**src/rtl/gfx_scanout_pkg.sv**
```systemverilog
// rtl/gfx_scanout_pkg.sv - timing constants and CRAM/pipeline types for gfx_scanout
package gfx_scanout_pkg;

  localparam logic [8:0] H_ACTIVE = 9'd256;
  localparam logic [8:0] H_TOTAL  = 9'd342;
  localparam logic [8:0] HS_START = 9'd280;
  localparam logic [8:0] HS_END   = 9'd306;
  localparam logic [8:0] V_ACTIVE = 9'd192;
  localparam logic [8:0] V_TOTAL  = 9'd262;
  localparam logic [8:0] VS_LINE  = 9'd221;

  // CRAM word layout: {B[1:0], G[1:0], R[1:0]}
  typedef struct packed {
    logic [1:0] b;
    logic [1:0] g;
    logic [1:0] r;
  } cram_word_t;

  typedef struct packed {
    logic active;
    logic force_bd;
    logic hs;
    logic vs;
  } pix_flags_t;

  localparam pix_flags_t FLAGS_BLANK = '0;

endpackage

```
**src/rtl/gfx_scanout_cram.sv**
```systemverilog
// rtl/gfx_scanout_cram.sv - 32x6 colour RAM, one write port, scan read port
// and optional CPU read port (GFX_SCANOUT_CRAM_RD_EN); reads return pre-write data.
module gfx_scanout_cram
  import gfx_scanout_pkg::*;
(
  input  logic       clk,
  input  logic       i_wren,
  input  logic [4:0] i_wraddr,
  input  cram_word_t i_wrdata,
  input  logic       i_scan_en,
  input  logic [4:0] i_scan_addr,
`ifdef GFX_SCANOUT_CRAM_RD_EN
  input  logic [4:0] i_cpu_addr,
  output cram_word_t o_cpu_data,
`endif
  output cram_word_t o_scan_data
);

  cram_word_t r_mem [32];
  cram_word_t r_scan_q;

  always_ff @(posedge clk) begin
    if (i_wren) r_mem[i_wraddr] <= i_wrdata;
    if (i_scan_en) r_scan_q <= r_mem[i_scan_addr];
  end

  assign o_scan_data = r_scan_q;

`ifdef GFX_SCANOUT_CRAM_RD_EN
  cram_word_t r_cpu_q;

  always_ff @(posedge clk) begin
    r_cpu_q <= r_mem[i_cpu_addr];
  end

  assign o_cpu_data = r_cpu_q;
`endif

endmodule

```
**src/rtl/gfx_scanout.sv**
```systemverilog
// rtl/gfx_scanout.sv - scan-out timing, fetch issue and palette pipeline;
// GFX_SCANOUT_CRAM_RD_EN adds the CPU CRAM read port.
module gfx_scanout
  import gfx_scanout_pkg::*;
(
  input  logic       clk,
  input  logic       reset,
  input  logic       pix_en,
  input  logic       display_en,
  input  logic       mask_col0,
  input  logic [3:0] backdrop,
  output logic [7:0] line,
  output logic       start,
  output logic [7:0] linebuf_rdidx,
  input  logic [4:0] linebuf_data,
  input  logic [4:0] cram_wraddr,
  input  logic [5:0] cram_wrdata,
  input  logic       cram_wren,
`ifdef GFX_SCANOUT_CRAM_RD_EN
  input  logic [4:0] cram_rdaddr,
  output logic [5:0] cram_rddata,
`endif
  output logic [5:0] rgb,
  output logic       hsync,
  output logic       vsync,
  output logic       vblank_irq,
  output logic [8:0] hpos,
  output logic [8:0] vpos
);

  logic [8:0] r_hpos, r_vpos;
  logic [7:0] r_line;
  logic       r_start, r_irq, r_hsync, r_vsync, r_pen_d;
  logic [4:0] r_lb_hold;
  pix_flags_t r_s1, r_s2;
  cram_word_t r_rgb;

  logic       w_h_last, w_v_last, w_active, w_issue;
  logic [8:0] w_next_line;
  logic [4:0] w_lb, w_scan_addr;
  pix_flags_t w_s0;
  cram_word_t w_cram_q;

  assign w_h_last    = (r_hpos == H_TOTAL - 9'd1);
  assign w_v_last    = (r_vpos == V_TOTAL - 9'd1);
  assign w_next_line = w_v_last ? 9'd0 : r_vpos + 9'd1;
  assign w_active    = (r_hpos < H_ACTIVE) && (r_vpos < V_ACTIVE);
  // Issue one pixel early so start/line are visible while hpos==H_ACTIVE.
  assign w_issue     = pix_en && (r_hpos == H_ACTIVE - 9'd1) && (w_next_line < V_ACTIVE);

  assign w_s0 = '{active:   w_active,
                  force_bd: !display_en || (mask_col0 && (r_hpos < 9'd8)),
                  hs:       (r_hpos >= HS_START) && (r_hpos < HS_END),
                  vs:       (r_vpos == VS_LINE)};

  // Line-buffer data for a pixel arrives the clk after its last pix_en cycle;
  // hold it so pix_en gaps cannot replace it with the next pixel's data.
  assign w_lb        = r_pen_d ? linebuf_data : r_lb_hold;
  assign w_scan_addr = r_s1.force_bd ? {1'b1, backdrop} : w_lb;

  gfx_scanout_cram u_cram (
    .clk         (clk),
    .i_wren      (cram_wren),
    .i_wraddr    (cram_wraddr),
    .i_wrdata    (cram_wrdata),
    .i_scan_en   (pix_en),
    .i_scan_addr (w_scan_addr),
`ifdef GFX_SCANOUT_CRAM_RD_EN
    .i_cpu_addr  (cram_rdaddr),
    .o_cpu_data  (cram_rddata),
`endif
    .o_scan_data (w_cram_q)
  );

  always_ff @(posedge clk or negedge reset) begin
    if (!reset) begin
      r_hpos    <= '0;
      r_vpos    <= '0;
      r_line    <= '0;
      r_start   <= 1'b0;
      r_irq     <= 1'b0;
      r_pen_d   <= 1'b0;
      r_lb_hold <= '0;
      r_s1      <= FLAGS_BLANK;
      r_s2      <= FLAGS_BLANK;
      r_rgb     <= '0;
      r_hsync   <= 1'b0;
      r_vsync   <= 1'b0;
    end else begin
      r_start <= w_issue;
      r_irq   <= pix_en && w_h_last && (r_vpos == V_ACTIVE - 9'd1);
      r_pen_d <= pix_en;
      if (r_pen_d) r_lb_hold <= linebuf_data;
      if (w_issue) r_line <= w_next_line[7:0];
      if (pix_en) begin
        r_hpos <= w_h_last ? 9'd0 : r_hpos + 9'd1;
        if (w_h_last) r_vpos <= w_next_line;
        r_s1    <= w_s0;
        r_s2    <= r_s1;
        r_rgb   <= r_s2.active ? w_cram_q : '0;
        r_hsync <= r_s2.hs;
        r_vsync <= r_s2.vs;
      end
    end
  end

  assign hpos          = r_hpos;
  assign vpos          = r_vpos;
  assign line          = r_line;
  assign start         = r_start;
  assign linebuf_rdidx = w_active ? r_hpos[7:0] : 8'd0;
  assign rgb           = r_rgb;
  assign hsync         = r_hsync;
  assign vsync         = r_vsync;
  assign vblank_irq    = r_irq;

endmodule

```
**config.mk**
```make
export PLATFORM = sky130hd
export DESIGN_NAME = gfx_scanout
export DESIGN_NICKNAME = d
export VERILOG_FILES = /design/src/rtl/gfx_scanout_pkg.sv /design/src/rtl/gfx_scanout_cram.sv /design/src/rtl/gfx_scanout.sv
export SDC_FILE = /design/constraint.sdc
export NUM_CORES = 1
export LEC_CHECK = 0
export BUFFER_PORTS_ARGS = -buffer_cell sky130_fd_sc_hd__buf_4
export CORE_UTILIZATION = 54
export DETAILED_ROUTE_END_ITERATION = 8
export PLACE_DENSITY = 0.71
export SETUP_SLACK_MARGIN = 0.02
export SKIP_CTS_REPAIR_TIMING = 1
export SKIP_LAST_GASP = 1
export SYNTH_ARGS = -nofsm -noshare
export SYNTH_HDL_FRONTEND = slang
export SYNTH_HIERARCHICAL = 1
export SYNTH_SLANG_ARGS = --single-unit
```
**constraint.sdc**
```tcl
create_clock -name clk -period 2.74 [get_ports clk]
set_clock_uncertainty 0.2 [all_clocks]
set_input_delay 0.411 -clock clk [delete_from_list [all_inputs] [get_ports clk]]
set_output_delay 0.411 -clock clk [all_outputs]
set_load 0.01 [all_outputs]
```
Word level (Yosys, flattened, before mapping)
Memory sizes are Yosys's and may differ from the RTL's. A register that Yosys moved wholly into a read port is not among the register bits.
Cells that the tools add are included.
{"block": "totals", "n_memories": 1, "latch_bits": 0, "ram_bits": 192, "romBits": 0, "register_bits": 49, "word_cells": 51, "output_inout_bits": 44}
{"memory": "u_cram.r_mem", "words": 32, "word_bits": 6, "read_ports": 1, "rd_ports_with_merged_regs": 1, "wr": 1, "line_no": "gfx_scanout_cram.sv:19", "text": "cram_word_t r_mem [32];"}
{"block": "classes", "n_mul": 0, "div": 0, "magnitude_cmp": 6, "addsub": 2, "bitwise": 0, "mux": 8, "reduce_logical": 10, "eq_ne": 5, "shifts": 0}
{"operator": "equality test 9 x 8 -> 1 bit, second input constant", "count": 3}
{"operator": "adder 9 x 1 -> 9 bit, second input constant", "count": 2}
{"operator": "equality test 9 bit, second input constant", "count": 2}
{"operator": "< comparator 9 x 8 -> 1 bit, second input constant", "count": 2}
{"operator": "< comparator 9 bit, second input constant", "count": 2}
{"operator": "2-to-1 mux 9 bit", "count": 2}
{"operator": "2-to-1 mux 5 bit", "count": 2}
{"operator": ">= comparator 9 bit, second input constant", "count": 1}
{"operator": "< comparator 9 x 4 -> 1 bit, second input constant", "count": 1}
{"operator": "2-to-1 mux 8 bit", "count": 1}
{"operator": "logical AND 1 bit", "count": 7}
{"operator": "2-to-1 mux 6 bit", "count": 1}
{"operator": "2-to-1 mux 1 bit", "count": 2}
{"operator": "AND reduction 2 bit", "count": 1}
{"operator": "logical NOT 1 bit", "count": 1}
{"operator": "logical OR 1 bit", "count": 1}

Logic depth before layout (Yosys ltp)
{"block": "depth", "depth_word": 4, "depth_mapped": 10, "depth_no_buf": 9}

Modules after synthesis
Netlist, hierarchy kept.
{"module": "gfx_scanout_cram", "area_each_um2": 7649.8, "cells_per_inst": 323, "n_inst": 1}
{"module": "gfx_scanout", "area_each_um2": 2501.1, "cells_per_inst": 239, "n_inst": 1}

Worst setup path before layout
No wires, ideal clock.
{"block": "synth_path", "path_type": "flip-flop to flip-flop", "start": "reg r_pen_d", "end": "reg, netlist name u_cram/o_scan_data[0]", "required_time_ns": 2.280, "synth_period_minus_slack_ns": 2.990, "t_arrival_ns": 2.530, "path_stages_with_launch": 8, "path_slack_ns": -0.250, "path_cell_list": "dfrtp_1 > mux2_2 > mux2_2 > clkbuf_1 > clkbuf_1 > mux4_2 > mux4_2 > mux2_2"}
{"block": "synth_between", "elab_chain_len": 2}
{"item": "start: declaration", "line_no": "gfx_scanout.sv:33", "text": "logic r_start, r_irq, r_hsync, r_vsync, r_pen_d;"}
{"item": "start signal: assignment", "line_no": "gfx_scanout.sv:92", "text": "r_pen_d <= pix_en;"}
{"item": "2-to-1 mux 5 bit"}
{"item": "net w_lb[2]", "line_no": "gfx_scanout.sv:40", "text": "logic [4:0] w_lb, w_scan_addr;"}
{"item": "2-to-1 mux 5 bit", "line_no": "gfx_scanout.sv:59", "text": "assign w_scan_addr = r_s1.force_bd ? {1'b1, backdrop} : w_lb;"}
{"item": "net w_scan_addr[2]", "line_no": "gfx_scanout.sv:40"}
The timed path passes the listed nets, and every way through them passes these cells.
A chain may end at the register's enable or synchronous reset.

Worst setup path after layout
{"block": "layout_path", "start": "reg r_pen_d", "end": "reg, netlist name u_cram/o_scan_data[2]"}
{"block": "layout_between", "elab_chain_len": 2}
{"item": "2-to-1 mux 5 bit"}
{"item": "net w_lb[0]", "line_no": "gfx_scanout.sv:40"}
{"item": "2-to-1 mux 5 bit", "line_no": "gfx_scanout.sv:59"}
{"item": "net w_scan_addr[0]", "line_no": "gfx_scanout.sv:40"}
The timed path passes the listed nets, and every way through them passes these cells.

==> impl_metrics.env <==
export IMPL_outcome="finished with violations"
export IMPL_violations="design-rule violations, negative setup slack"
export IMPL_clk_latency_ns=0.53
export IMPL_ys_warn_count=6
export IMPL_grt_pass1_vias=5489
export IMPL_rows=49
export IMPL_start_kind="flop"
export IMPL_place_congestion=0.834
export IMPL_final_setup_tns_ns=-1.37
export IMPL_num_io_pins=70
export IMPL_dr_total_vias=5451
export IMPL_detail_route_antenna_nets=0
export IMPL_final_common_cell="edfxtp_1"
export IMPL_finalSetupViolCount=6
export IMPL_use_met2=0.346
export IMPL_cts_buffers=26
export IMPL_min_period_over_period=1.09
export IMPL_clk_pin_slew_ns=0.06
export IMPL_critPathSlowestCell="mux4_2"
export IMPL_fin_ws_ns=-0.243
export IMPL_dieArea_um2=19400
export IMPL_top_usage_layer="met2"
export IMPL_nNetsFinal=697
export IMPL_r2r_cells=6
export IMPL_cp_depth=6
export IMPL_clock_fmax_mhz=335
export IMPL_vias_per_cell=5.96
export IMPL_synth_cells=562
export IMPL_whs_path_depth=3
export IMPL_fp_dieH_um=139
export IMPL_cts_sinks=247
export IMPL_slew_headroom=0.477
export IMPL_cp_required_ns=2.82
export IMPL_drv_cap=0
export IMPL_period_minus_slack_ns=2.98
export IMPL_coreArea_um2=18200
export IMPL_peakVddDrop_mv=0.557
export IMPL_die_w_um=139
export IMPL_rsz0062_at_grt="true"
export IMPL_layout_common_cells="198 x edfxtp_1, 91 x buf_4, 60 x mux4_2"
export IMPL_antenna_found_initial=0
export IMPL_synth_area_mux_share=0.170
export IMPL_synth_xor_area_share=0.0121
export IMPL_wl_mm=20.4
export IMPL_cts_max_path_buffers=3
export IMPL_syn_area_per_cell_um2=18.1
export IMPL_max_slew_worst_pin_slew_ns=0.781
export IMPL_yosysTopAreaCellShare=0.586
export IMPL_p_leak_uw=0.00436
export IMPL_num_fill_cells=1231
export IMPL_worst_path_buf_inv=1
export IMPL_ys_ff_latch=247
export IMPL_met3_usage=0.0456
export IMPL_gr_usage_all_layers=0.218
export IMPL_synth_compound_area_frac=0.0157
export IMPL_synthAdderAreaFrac=0.00740
export IMPL_powerDensity_nw_per_um2=757
export IMPL_yosysTopAreaCell="edfxtp_1"
export IMPL_synth_top_family_by_area="multiplexers"
export IMPL_worst_setup_path_end_kind="flop"
export IMPL_rrSetupSlack_ns=-0.24
export IMPL_crit_chain="mux2_4 > mux2_4 > buf_12 > mux4_2 > mux4_2 > mux2_2"
export IMPL_met1_usage=0.308
export IMPL_criticalPathCategory="flop to flop"
export IMPL_synth_simple_area_share=0.0684
export IMPL_cp_arrival_ns=3.07
export IMPL_drt_iter0_markers=378
export IMPL_root_buffer="clkbuf_16"
export IMPL_h_tree_depth=1
export IMPL_critical_path_max_fanout=25
export IMPL_dp_cells=858
export IMPL_fin_cells=914
export IMPL_initial_utilization=0.557
export IMPL_dpl_cell_area_um2=11100
export IMPL_hold_path_class="input port to flop"
export IMPL_crit_family="multiplexers"
export IMPL_grt_first_pass_wirelength_mm=31.8
export IMPL_slowest_delay_ns=0.55
export IMPL_yosys_cell_types_count=46
export IMPL_antenna_cells=0
export IMPL_drtPass1Iterations=9
export IMPL_place_hpwl_mm=13.1
export IMPL_grt_max_degree=50
export IMPL_port_buffers=69
export IMPL_drive_gt1_frac=0.340
export IMPL_hold_viol=0
export IMPL_syn_nets=594
export IMPL_cts_tree="built"
export IMPL_synth_top_cells_by_area="edfxtp_1 59%, mux4_2 13%, dfrtp_1 12%, mux2_2 2.6%, nor2_1 2.0%"
export IMPL_synth_seq_area_share=0.707
export IMPL_hold_ws_ns=0.0245
export IMPL_final_cell_area_um2=12000
export IMPL_slew_violations=0
export IMPL_syn2layout_area_growth_pct=18.4
export IMPL_grt_overflow_total=0
export IMPL_route_detailed_drc=9
export IMPL_syn_cell_area_um2=10200
export IMPL_wl_per_cell_um=22.3
synthesized netlist by cell type, drive strengths merged:
cell,count
or3,1
and4b,1
nand2,17
and3,2
xnor2,6
nand3,16
mux4,60
or3b,4
nor4b,1
xor2,8
o221ai,1
edfxtp,198
nor3,7
buf,9
a211oi,2
nor2,54
and2,9
clkbuf,19
a221oi,1
dfrtp,49
ha,6
nand4,6
or2,2
o22ai,2
mux2i,3
a311oi,1
nor2b,1
or4b,2
and2b,1
o31ai,2
o21ai,12
inv,14
nand3b,6
nand2b,3
a21o,1
and3b,1
mux2,29
nor4,2
a21oi,2
a31oi,1
path summary, 6_finish.rpt:
kind | start | endpoint
setup / recovery | r_pen_d | u_cram/o_scan_data[2]
hold / removal | mask_col0 | r_s1[2]
setup reg to reg | r_pen_d | u_cram/o_scan_data[2]
hold reg to reg | r_lb_hold[4] | r_lb_hold[4]
max in group asynchronous | reset | r_pen_d
min in group asynchronous | reset | line[6]
sequential cells by signal, indices dropped and copies added (netlist names), 4 cells and up:
signal	cells
hpos	9
line	8
r_lb_hold	5
r_s1	4
rgb	6
u_cram/o_scan_data	6
u_cram/r_mem	192
vpos	9
area by class of cell:
cell class,instances,area (um2),area share
multi-input combinational,273,2790,0.232
tap,229,287,0.0238
clock buffer,29,662,0.0551
inverter,14,52.6,0.00437
timing repair buffer,103,843,0.0702
sequential,247,7170,0.597
clock inverter,19,210,0.0175
worst min-delay path, stage by stage:
cell     delay (ns)
buf_4          0.10
nand3_1        0.09
a31oi_1        0.10
routing by layer:
layer / up-vias / part of all wire
met5: - / 0
met3: 35 / 0.070
li1: 2407 / -
met4: 0 / 0.023
met2: 205 / 0.49
met1: 2804 / 0.42
report_power, final:
part | internal (uW) | total [uW] | switching [uW]
clock | 2120 | 3520 | 1400
sequential | 4210 | 4290 | 77.5
combinational | 664 | 1290 | 622
stage by stage:
stage,power (uW),utilization,worst slack [ns]
detailed placement,5650,0.608,-0.294
finish,9100,0.660,-0.243
global route,9400,0.660,-0.312
CTS,9160,0.655,-0.251
floorplan,5140,-,-0.144
global placement,5620,0.608,-0.268
kinds of logic after synthesis:
group,Yosys count
AND/OR/NAND/NOR,136
flip-flops,247
adder cells (fa/ha/maj),6
buffers and inverters,42
multiplexers,92
XOR/XNOR,14
AO/OA/AOI/OAI,25
(Power assumes the default switching activity.)
